## src/rtl/cacheline_adaptor.sv

```systemverilog
// cacheline_adaptor: 256-bit cache line <-> four 64-bit memory bursts, one transaction at a time.
// Define CACHELINE_ADAPTOR_ERR_CHK_EN to add a sticky err_o flag for stray resp_i.
module cacheline_adaptor (
  input  logic         clk,
  input  logic         reset_n,
  input  logic [255:0] line_i,
  output logic [255:0] line_o,
  input  logic [31:0]  address_i,
  input  logic         read_i,
  input  logic         write_i,
  output logic         resp_o,
  input  logic [63:0]  burst_i,
  output logic [63:0]  burst_o,
  output logic [31:0]  address_o,
  output logic         read_o,
  output logic         write_o,
  input  logic         resp_i
`ifdef CACHELINE_ADAPTOR_ERR_CHK_EN
  ,
  output logic         err_o
`endif
);
  typedef enum logic [1:0] {IDLE, RD, WR, DONE} state_t;
  state_t state, state_n;
  logic [1:0] cnt, cnt_n;
  logic [255:0] wbuf;
  logic busy;
  assign busy = state == RD || state == WR;
  assign cnt_n = cnt + 2'd1;
  assign resp_o = state == DONE;
  assign read_o = state == RD;
  assign write_o = state == WR;
  always_comb begin
    state_n = state;
    state_n = state == IDLE ? (write_i ? WR : read_i ? RD : IDLE) :
              state == DONE ? IDLE :
              (resp_i && cnt == 2'd3) ? DONE : state;
  end
  always_ff @(posedge clk or negedge reset_n) begin
    if (!reset_n) begin
      state     <= IDLE;
      cnt       <= 2'd0;
      address_o <= 32'd0;
      line_o    <= 256'd0;
      burst_o   <= 64'd0;
      wbuf      <= 256'd0;
    end else begin
      state <= state_n;
      if (state == IDLE && (read_i || write_i)) begin
        cnt       <= 2'd0;
        address_o <= address_i & 32'hFFFF_FFE0;
      end
      if (state == IDLE && write_i) begin
        wbuf    <= line_i;
        burst_o <= line_i[63:0];
      end
      if (busy && resp_i) cnt <= cnt_n;
      if (state == RD && resp_i) line_o[{cnt, 6'd0} +: 64] <= burst_i;
      // burst_o tracks wbuf[cnt] and keeps the last beat once the write finishes
      if (state == WR && resp_i && cnt != 2'd3) burst_o <= wbuf[{cnt_n, 6'd0} +: 64];
    end
  end
`ifdef CACHELINE_ADAPTOR_ERR_CHK_EN
  always_ff @(posedge clk or negedge reset_n) begin
    if (!reset_n) err_o <= 1'b0;
    else if (resp_i && !busy) err_o <= 1'b1;
  end
`endif
endmodule

```

## config.mk

```make
export PLATFORM = sky130hd
export DESIGN_NAME = cacheline_adaptor
export DESIGN_NICKNAME = d
export VERILOG_FILES = /design/src/rtl/cacheline_adaptor.sv
export SDC_FILE = /design/constraint.sdc
export NUM_CORES = 1
export LEC_CHECK = 0
export BUFFER_PORTS_ARGS = -buffer_cell sky130_fd_sc_hd__buf_4
export CORE_AREA = 2 2 281 283
export DETAILED_ROUTE_END_ITERATION = 10
export DIE_AREA = 0 0 283 285
export GPL_ROUTABILITY_DRIVEN = 1
export PLACE_DENSITY = 0.62
export SETUP_SLACK_MARGIN = 0.2
export SYNTH_ARGS = -nofsm -noshare
export SYNTH_HDL_FRONTEND = slang
export SYNTH_SLANG_ARGS = --single-unit
```

## constraint.sdc

```tcl
create_clock -name clk -period 2.7 [get_ports clk]
set_clock_uncertainty 0.2 [all_clocks]
set_input_delay 0.405 -clock clk [delete_from_list [all_inputs] [get_ports clk]]
set_output_delay 0.405 -clock clk [all_outputs]
set_load 0.05 [all_outputs]
```

* Word-level counts from Yosys, hierarchy flattened *
Cells that the tools add are included.

storage, ports and cells
  register bits = 607
  bits of input ports = 357
  output and inout port bits = 355
  logic and storage cells = 39

cells by class
  add/subtract/negate cells = 2
  equality and inequality tests = 5
  shift operators = 3
  mux-type cells = 10
  reduce and logical (&&, ||, !) cells = 13

operators by type and width
  kind                         count
  $bwmux W256                  1
  $shift A64 B10 Y256 const A  1
  $shiftx A256 B9 Y64          1
  $shiftx A64 B10 Y256         1
  $mux W64                     2
  $mux W2                      6
  $neg A8 Y10                  1
  $logic_and A1 B1 Y1          7
  $eq A2 B2 Y1 const B         3
  $reduce_bool A2 Y1           2
  $reduce_bool A3 Y1           1
  $add A2 B1 Y2 const B        1
  $eq A2 B1 Y1 const B         1
  $logic_not A2 Y1             1
  $logic_or A1 B1 Y1           2
  $ne A2 B2 Y1 const B         1
  $mux W1                      1

* Depth between registers and ports, before layout *
Gate-level depths: netlist (run 1).

  depth in word-level cells = 5
  depth in mapped cells = 10

* Least setup slack after synthesis (run 1) *
No wires, ideal clock.

  path type = reg-to-reg
  from = register cnt[0]
  to = register line_o[10]
  setup time = 67 ps
  data arrival time = 2318 ps
  data required time = 2433 ps
  path slack = 115 ps
  cell stages (with the launch flop) = 9
  buffers on the path = 4
  period minus slack after synthesis = 2585 ps
  path through = dfrtp_1 buf_4 buf_4 buf_2 inv_1 ha_1 nor4_4 buf_6 a22o_1

between the ends
  longest elaborated chain between the ends = 3
  elaborated cells on any way between the ends = 4

RTL lines
  item                                                         line  text
  start: declaration                                           25    logic [1:0] cnt, cnt_n;
  start signal: assignment                                     57    if (busy && resp_i) cnt <= cnt_n;
  $neg A8 Y10 *                                                58    if (state == RD && resp_i) line_o[{cnt, 6'd0} +: 64] <= burst_i;
  $shiftx A64 B10 Y256 or $shift A64 B10 Y256 (tied branches)  58
  $bwmux W256 *                                                58
  end signal: indexed assignment                               58
  end: declaration                                             7     output logic [255:0] line_o,

Mark *: on every way between the ends. The rest lies on a longest branch, timed or not.
A chain may end at the register's enable or synchronous reset.

* Worst setup path after layout (run 1) *
  from = register cnt[0]
  to = register line_o[229]

The elaborated chain is that of the path after synthesis.

==> flow_summary_export.csv, run 1 <==
group,metric,value,unit
finish,drive_gt1_share,40.1,%
die,start_util,31.1,%
route,viasPerCell,5.07,
global_route,grt_pass1_wl,129000,um
timing,relSlewSlack,35.6,%
critical_path,critPathLaunchType,"flip-flop",
power_and_ir_drop,power,40.4,mW
logic_synthesis,yosys_warnings,0,
critical_path,max_stage_delay,470,ps
clock_network,cts_setup_buffers,0,
timing,timing.fmax,426,MHz
critical_path,slowest_stage,"dfrtp_4",
timing,min_period_over_period,87.0,%
logic_synthesis,synth.most_common_cell,"dfrtp_1",
finish,nNetsFinal,3063,
outcome,status,"finished clean",
critical_path,cp.depth,5,
critical_path,rrSetupSlack,350,ps
timing,tns,0,ps
die,core_region_area,78000,um^2
logic_synthesis,yosys.cell_types.count,33,
logic_synthesis,synth_area_leader_cell,"dfrtp_1",
clock_network,cts.htree.levels,3,
route,vias,19300,
power_and_ir_drop,vdd_drop_max,0.705,mV
die,die_y,285,um
route,drt_iter0_drc,964,
global_route,grt_pass1_vias,20700,
global_route,overflow,0,
timing,hold_violations,0,
critical_path,critPathLaunch,"cnt[0]",
placement,place_congestion,0.827,
worst_hold_path,min_path_type,"in -> reg",
critical_path,critPathRequiredTime,3020,ps
power_and_ir_drop,p_per_area,1100,nW/um^2
logic_synthesis,synthTopCellsByCount,"607 x dfrtp_1, 256 x a22o_1, 219 x mux2_2",
logic_synthesis,synth-main-ff-cell,"dfrtp_1",
clock_network,cts_tree,"built",
timing,rsz0062_at_grt,"false",
logic_synthesis,synth_area_per_cell,14.6,um^2
logic_synthesis,synth_top_cell_area_share,62.7,%
clock_network,cts_buffers,69,
placement,place_area,30900,um^2
logic_synthesis,syn_area,24200,um^2
route,wl_per_cell,22.5,um
global_route,grt_start_max_net_pins,116,
timing,setup_viol,0,
logic_synthesis,seq_area_frac_synth,62.7,%
critical_path,r2r_cells,5,
route,final_antenna_net_count,0,
finish,fin_area,36700,um^2
die,die_w,283,um
logic_synthesis,synth_edf_count,0,
clock_network,cts_num_sinks,607,
clock_network,clockRootBuffer,"clkbuf_16",
critical_path,crit_type,"reg -> reg",
critical_path,cp-end-kind,"flip-flop",
critical_path,cp_cell_sequence,"buf_4, nand2_1, nor4_4, buf_12, a22o_1",
die,pin_count,712,
placement,hpwlAfterDp,56100,um
logic_synthesis,synth-seq-cells,607,
die,rows,103,
timing,period_needed,2350,ps
run,maxCapViolations,0,
power_and_ir_drop,leakage,17.7,nW
logic_synthesis,synthCells,1661,
finish,syn_to_final_growth,51.3,%
critical_path,worst-path-max-fanout,64,
logic_synthesis,synth_area_leaders,"dfrtp_1 63%, mux2_2 10%, a22o_1 9.2%",
global_route,track_usage,20.6,%
placement,port_buffers,701,
critical_path,cp_num_buf_inv,2,
clock_network,clk_latency,590,ps
timing,drv_slew,0,
route,drc,0,
global_route,antenna_found_initial,17,
critical_path,cp_top_family,"buffers and inverters",
timing,max_slew.worst_pin.slew,966,ps
clock_network,clock_path_buffers,3,
critical_path,worst_ep_arrival_time,2670,ps
clock_network,cts.clk_slew.worst_paths,60,ps
die,die_area,80700,um^2
critical_path,worstSetupEndpoint,"line_o[229]",
critical_path,r2r_start,"cnt[0]",
route,routed_wl,85500,um
critical_path,r2r-end,"line_o[229]",
logic_synthesis,synthArstFlopShare,100,%
route,drtPass1Iterations,4,
power by group:
| part | leakage [nW] | switching (mW) | total [mW] | internal (mW) |
|---|---|---|---|---|
| Combinational | 8.88 | 9.83 | 16.5 | 6.67 |
| Sequential | 7.70 | 1.93 | 14.3 | 12.4 |
| Clock | 1.13 | 3.84 | 9.60 | 5.76 |
| Total | 17.7 | 15.6 | 40.4 | 24.8 |
metrics by stage:
step / hold slack (ps) / worst slack (ps) / cells / util (%)
5_1_grt: 20.1 / 234 / 3804 / 47.0
2_1_floorplan: -90.6 / 262 / 1665 / -
3_3_place_gp: 206 / 385 / 3328 / 39.6
4_1_cts: 2.92 / 244 / 3795 / 47.0
3_5_place_dp: 213 / 315 / 3328 / 39.6
6_report: 34.5 / 352 / 3805 / 47.0
layout make-up:
class,count,area (um^2)
flip-flops and latches,607,15200
repair buffers,1105,9440
inverters,5,18.8
clock inverters,22,335
diodes,10,25.0
multi-input cells,909,8390
clock buffers,97,1960
well taps,1050,1310
fillers,6714,41300
how the worst min path moves through the flow:
stage	end	cells after the start	slack, ps	startpoint
after CTS	cnt[1]	3	3	resp_i
after global placement	wbuf[86]	1	210	reset_n
after detailed placement	burst_o[3]	1	210	reset_n
final	wbuf[52]	3	30	line_i[52]
after floorplan	address_o[10]	0	-90	reset_n
after global routing	wbuf[52]	3	20	line_i[52]
layout by cell type, fill, tap and decap left out, drive strengths merged, types with 2 or more instances in the layout:
| cell type | n |
|---|---|
| dfrtp | 607 |
| mux2 | 219 |
| buf | 757 |
| o31ai | 2 |
| a211oi | 64 |
| a21oi | 2 |
| and3 | 64 |
| clkbuf | 97 |
| a221oi | 64 |
| ha | 9 |
| dlygate4sd3 | 348 |
| nor4 | 2 |
| nor2 | 2 |
| conb | 5 |
| diode | 10 |
| nor2b | 6 |
| bufinv | 7 |
| nand3 | 6 |
| nand2 | 6 |
| inv | 11 |
| a22o | 256 |
| clkinv | 8 |
| mux2i | 128 |
| a21o | 64 |
| o21ai | 3 |
| and2 | 2 |
per-layer routing:
| layer | vias up | GRT usage, % | routed length (um) |
|---|---|---|---|
| met1 | 9919 | 25.3 | 34100 |
| met4 | 14 | 7.23 | 2570 |
| met3 | 159 | 4.85 | 5850 |
| li1 | 8397 | - | - |
| met5 | - | 0 | 96 |
| met2 | 793 | 35.4 | 42800 |
worst reg2reg max path, stage by stage (launching register included):
cell and delay, ps:
dfrtp_4 470, buf_4 450, nand2_1 190, nor4_4 330, buf_12 330, a22o_1 320
registers in the layout, indices dropped and copies added (netlist names):
signal / flops
wbuf: 256
line_o: 256
address_o: 27
state: 2
cnt: 2
burst_o: 64
logic make-up (layout without fill, tap and decap cells):
logic type,count (synthesis),in the layout,share of synthesized area [%]
simple gates,93,93,2.52
flops,607,607,62.7
mux,347,347,15.5
compound gates,455,455,15.7
buf+inv,149,1229,3.20
fa+ha+maj,9,9,0.465
other cells,1,15,0.0155
repair_timing:
item	in CTS	in global routing
endpoints found under the hold margin	561	0
hold buffers	348	0
gates resized for setup	0	1
setup endpoints to repair	0	1
(Power assumes the default switching activity.)
==> run 2: changes to the inputs <==
--- a/config.mk
+++ b/config.mk
@@ -6,11 +6,14 @@
 export NUM_CORES = 1
 export LEC_CHECK = 0
 export BUFFER_PORTS_ARGS = -buffer_cell sky130_fd_sc_hd__buf_4
-export CORE_AREA = 2 2 281 283
+export CELL_PAD_IN_SITES_DETAIL_PLACEMENT = 1
+export CELL_PAD_IN_SITES_GLOBAL_PLACEMENT = 2
+export CORE_ASPECT_RATIO = 0.5
+export CORE_MARGIN = 2
+export CORE_UTILIZATION = 31
 export DETAILED_ROUTE_END_ITERATION = 10
-export DIE_AREA = 0 0 283 285
 export GPL_ROUTABILITY_DRIVEN = 1
-export PLACE_DENSITY = 0.62
+export PLACE_DENSITY = 0.82
 export SETUP_SLACK_MARGIN = 0.2
 export SYNTH_ARGS = -nofsm -noshare
 export SYNTH_HDL_FRONTEND = slang
==> flow_summary_export.csv, run 2 (synthesized netlist as in run 1, its figures left out) <==
group,metric,value,unit
clock_network,cts.htree.levels,2,
route,final_antenna_net_count,0,
power_and_ir_drop,vdd_drop_max,0.501,mV
placement,place_inst,3326,
die,die_w,399,um
die,start_util,31.3,%
route,drtPass1Iterations,5,
die,core_region_area,77400,um^2
timing,timing.fmax,417,MHz
critical_path,max_stage_delay,420,ps
timing,tns,0,ps
global_route,grt_start_max_net_pins,80,
critical_path,slowest_stage,"dfrtp_1",
timing,rsz0062_at_grt,"false",
power_and_ir_drop,leakage,17.6,nW
route,routed_wl,101000,um
timing,relSlewSlack,36.3,%
placement,hpwlAfterDp,62600,um
clock_network,cts_tree,"built",
timing,setup_viol,0,
clock_network,clock_path_buffers,3,
placement,port_buffers,701,
global_route,antenna_found_initial,27,
global_route,grt_use_met1,27.8,%
critical_path,critPathRequiredTime,2100,ps
global_route,use_met2,43.0,%
finish,mostFrequentLayoutCell,"buf_4",
placement,place_congestion,0.898,
global_route,met3_usage,4.11,%
critical_path,crit_type,"reg -> out",
clock_network,clk_latency,630,ps
clock_network,cts_buffers,58,
route,vias,19900,
die,die_area,80600,um^2
critical_path,worst-path-max-fanout,7,
timing,hold_violations,0,
finish,syn_to_final_growth,51.0,%
clock_network,cts.clk_slew.worst_paths,70,ps
critical_path,critPathLaunch,"state[1]",
clock_network,cts_setup_buffers,0,
timing,period_needed,2400,ps
clock_network,cts_num_sinks,607,
critical_path,cp-end-kind,"output pin",
critical_path,worst_ep_arrival_time,1790,ps
timing,drv_slew,0,
route,viasPerCell,5.22,
global_route,track_usage,24.4,%
timing,max_slew.worst_pin.slew,956,ps
finish,drive_gt1_share,40.2,%
finish,final_util,47.3,%
clock_network,clockRootBuffer,"clkbuf_16",
global_route,grt_pass1_wl,148000,um
die,die_y,202,um
power_and_ir_drop,p_per_area,1100,nW/um^2
route,drt_iter0_drc,1095,
global_route,grt-busiest-layer,"met2",
critical_path,cp_cell_sequence,"inv_1, ha_2, buf_4",
route,wl_per_cell,26.4,um
finish,nNetsFinal,3067,
worst_hold_path,min_path_type,"in -> async",
route,drc,0,
die,rows,72,
global_route,overflow,0,
run,maxCapViolations,0,
outcome,status,"finished clean",
critical_path,critPathLaunchType,"flip-flop",
timing,min_period_over_period,88.8,%
finish,layout_common_cells,"736 x buf_4, 606 x dfrtp_1, 351 x dlygate4sd3_1",
finish,finish.cell_count_without_fillers,3812,
finish,top_regs,"line_o: 256 flops, wbuf: 256 flops, burst_o: 64 flops",
critical_path,r2r_start,"cnt[0]",
die,pin_count,712,
global_route,grt_pass1_vias,22100,
[run 2: layout make-up]
class / count / area [um^2]
clock inverter: 25 / 288
tap: 1036 / 1300
sequential: 607 / 15200
timing repair buffer: 1120 / 9690
fill: 7896 / 40800
clock buffer: 79 / 1640
multi-input combinational: 909 / 8390
inverter: 5 / 18.8
antenna: 31 / 77.6
[run 2: per-layer routing]
| layer | vias up | wire length [um] |
|---|---|---|
| li1 | 8407 | - |
| met1 | 10500 | 37400 |
| met2 | 652 | 52600 |
| met3 | 321 | 4210 |
| met4 | 4 | 6310 |
| met5 | - | 31 |
[run 2: path summary, 6_finish.rpt]
path	end	slack [ps]	cells past startpoint
min reg2reg	wbuf[8]	280	1
min in group clk	wbuf[8]	100	3
max	read_o	300	3
max in group asynchronous	line_o[5]	1260	4
max reg2reg	burst_o[1]	310	5
min	wbuf[186]	100	2
[run 2: repair_timing]
| item | in CTS | in global routing |
|---|---|---|
| endpoints found under the setup margin | 1 | 0 |
| resized for setup | 1 | 0 |
| hold buffers | 351 | 0 |
| endpoints found under the hold margin | 830 | 0 |
[run 2: where the power goes]
part	internal (mW)	total (mW)	leakage [nW]	switching, mW
Clock	4.67	8.57	0.945	3.90
Combinational	6.71	17.1	8.99	10.4
Sequential	12.4	14.5	7.70	2.15
[run 2: per-stage QoR]
stage	hold slack, ps	cell area, um^2	setup WS, ps	power [mW]
floorplan	-90.6	24300	262	24.9
global placement	164	31100	438	30.2
detailed placement	165	31100	401	30.6
CTS	32.9	36500	249	39.7
global route	82.4	36600	204	41.9
finish	95.2	36600	302	40.2
[run 2: worst max-delay path: cells and delay by family, from the launching register on]
kind,cells,cell delay [ps]
adders and majority gates,1,350
buffers and inverters,2,390
DFF,1,420
==> run 3: changes to the inputs <==
--- a/config.mk
+++ b/config.mk
@@ -5,7 +5,7 @@
 export SDC_FILE = /design/constraint.sdc
 export NUM_CORES = 1
 export LEC_CHECK = 0
-export BUFFER_PORTS_ARGS = -buffer_cell sky130_fd_sc_hd__buf_4
+export BUFFER_PORTS_ARGS = -buffer_cell sky130_fd_sc_hd__buf_2
 export CELL_PAD_IN_SITES_DETAIL_PLACEMENT = 1
 export CELL_PAD_IN_SITES_GLOBAL_PLACEMENT = 2
 export CORE_ASPECT_RATIO = 0.5
==> flow_summary_export.csv, run 3 (synthesized netlist as in run 1, its figures left out) <==
group,metric,value,unit
clock_network,cts.clk_slew.worst_paths,70,ps
die,core_region_area,77400,um^2
finish,top_regs,"line_o: 256 flops, wbuf: 256 flops, burst_o: 64 flops",
timing,timing.fmax,416,MHz
critical_path,critPathLaunchType,"flip-flop",
finish,layout_common_cells,"699 x buf_2, 606 x dfrtp_1, 348 x dlygate4sd3_1",
die,die_area,80600,um^2
route,wl_per_cell,25.7,um
placement,port_buffers,701,
global_route,grt_pass1_vias,22000,
critical_path,crit_type,"reg -> reg",
die,die_y,202,um
route,drtPass1Iterations,5,
critical_path,worst_ep_arrival_time,2720,ps
global_route,track_usage,23.8,%
critical_path,r2r-end,"burst_o[41]",
finish,syn_to_final_growth,43.7,%
clock_network,cts_num_sinks,607,
global_route,antenna_found_initial,28,
placement,hpwlAfterDp,61000,um
power_and_ir_drop,leakage,17.3,nW
timing,rsz0062_at_grt,"false",
critical_path,rrSetupSlack,290,ps
die,die_w,399,um
timing,min_period_over_period,89.1,%
critical_path,cp-end-kind,"flip-flop",
finish,mostFrequentLayoutCell,"buf_2",
timing,relSlewSlack,34.3,%
timing,drv_slew,0,
outcome,status,"finished clean",
critical_path,worst-path-max-fanout,29,
placement,place_area,29300,um^2
route,drc,0,
clock_network,clockRootBuffer,"clkbuf_16",
die,rows,72,
run,maxCapViolations,0,
die,pin_count,712,
clock_network,cts.htree.levels,2,
power_and_ir_drop,vdd_drop_max,0.689,mV
clock_network,clock_path_buffers,3,
worst_hold_path,min_from,"write_i",
critical_path,r2r_start,"cnt[0]",
route,drt_iter0_drc,1395,
worst_hold_path,min_path_type,"in -> reg",
clock_network,cts_buffers,59,
timing,setup_viol,0,
worst_hold_path,hold-path-endpoint,"state[1]",
critical_path,critPathRequiredTime,3010,ps
global_route,grt_pass1_wl,145000,um
timing,max_slew.worst_pin.slew,985,ps
critical_path,r2r_cells,5,
global_route,overflow,0,
placement,place_congestion,0.876,
timing,period_needed,2410,ps
die,start_util,31.3,%
finish,nNetsFinal,3053,
global_route,grt_start_max_net_pins,90,
finish,drive_gt1_share,39.9,%
timing,hold_violations,0,
clock_network,cts_setup_buffers,0,
worst_hold_path,holdPathStages,3,
route,final_antenna_net_count,0,
clock_network,cts_tree,"built",
finish,fillers,8107,
route,vias,19800,
route,routed_wl,97700,um
finish,fin_area,34800,um^2
clock_network,clk_latency,640,ps
timing,tns,0,ps
power_and_ir_drop,p_per_area,1130,nW/um^2
route,viasPerCell,5.20,
## run 3: power breakdown
group | switching, mW | internal, mW | total [mW]
registers | 2.09 | 12.4 | 14.5
logic | 10.3 | 5.82 | 16.1
clock network | 3.90 | 5.02 | 8.92
## run 3: layout make-up
type	instances	area [um^2]	share of cell area, %
Tap cell	1036	1300	3.72
Clock buffer	86	1690	4.85
Sequential cell	607	15200	43.6
Clock inverter	22	323	0.927
Multi-Input combinational cell	909	8390	24.1
Inverter	5	18.8	0.0539
Timing Repair Buffer	1105	7850	22.5
Antenna cell	29	72.6	0.208
## run 3: stage by stage
stage	cells	util, %	total power [mW]	hold slack [ps]	setup WS, ps
6_report	3799	45.0	39.5	43.3	293
5_1_grt	3799	45.0	41.1	47.3	211
4_1_cts	3770	44.9	39.1	1.29	270
3_5_place_dp	3314	37.8	29.7	183	281
3_3_place_gp	3314	37.8	29.2	177	268
2_1_floorplan	1665	-	24.9	-90.6	262
## run 3: critical path, stage by stage (launching register included)
cell      delay [ps]
dfrtp_4          510
ha_1             280
and3b_2          270
and2_2           350
buf_12           240
a221oi_2         400
## run 3: worst max-delay path by stage
stage | start | endpoint | slack (ps)
detailed placement | cnt[0] | burst_o[52] | 280
floorplan | cnt[0] | line_o[10] | 260
CTS | cnt[0] | burst_o[52] | 270
global route | cnt[0] | burst_o[41] | 210
global placement | cnt[0] | burst_o[52] | 270
finish | cnt[0] | burst_o[41] | 290
## run 3: timing repair
action,4_1_cts,5_1_grt
gates resized for setup,2,1
endpoints found under the hold margin,811,0
hold buffers,348,0
endpoints found under the setup margin,1,1
## run 3: metal layers
layer	global-route usage, %	share of wire, %	vias up	routed length, um
met3	3.69	4.0	317	3910
met2	41.2	52	677	50700
met1	27.9	38	10400	37000
li1	-	-	8403	-
met4	14.2	6.3	0	6150
met5	0	0	-	0
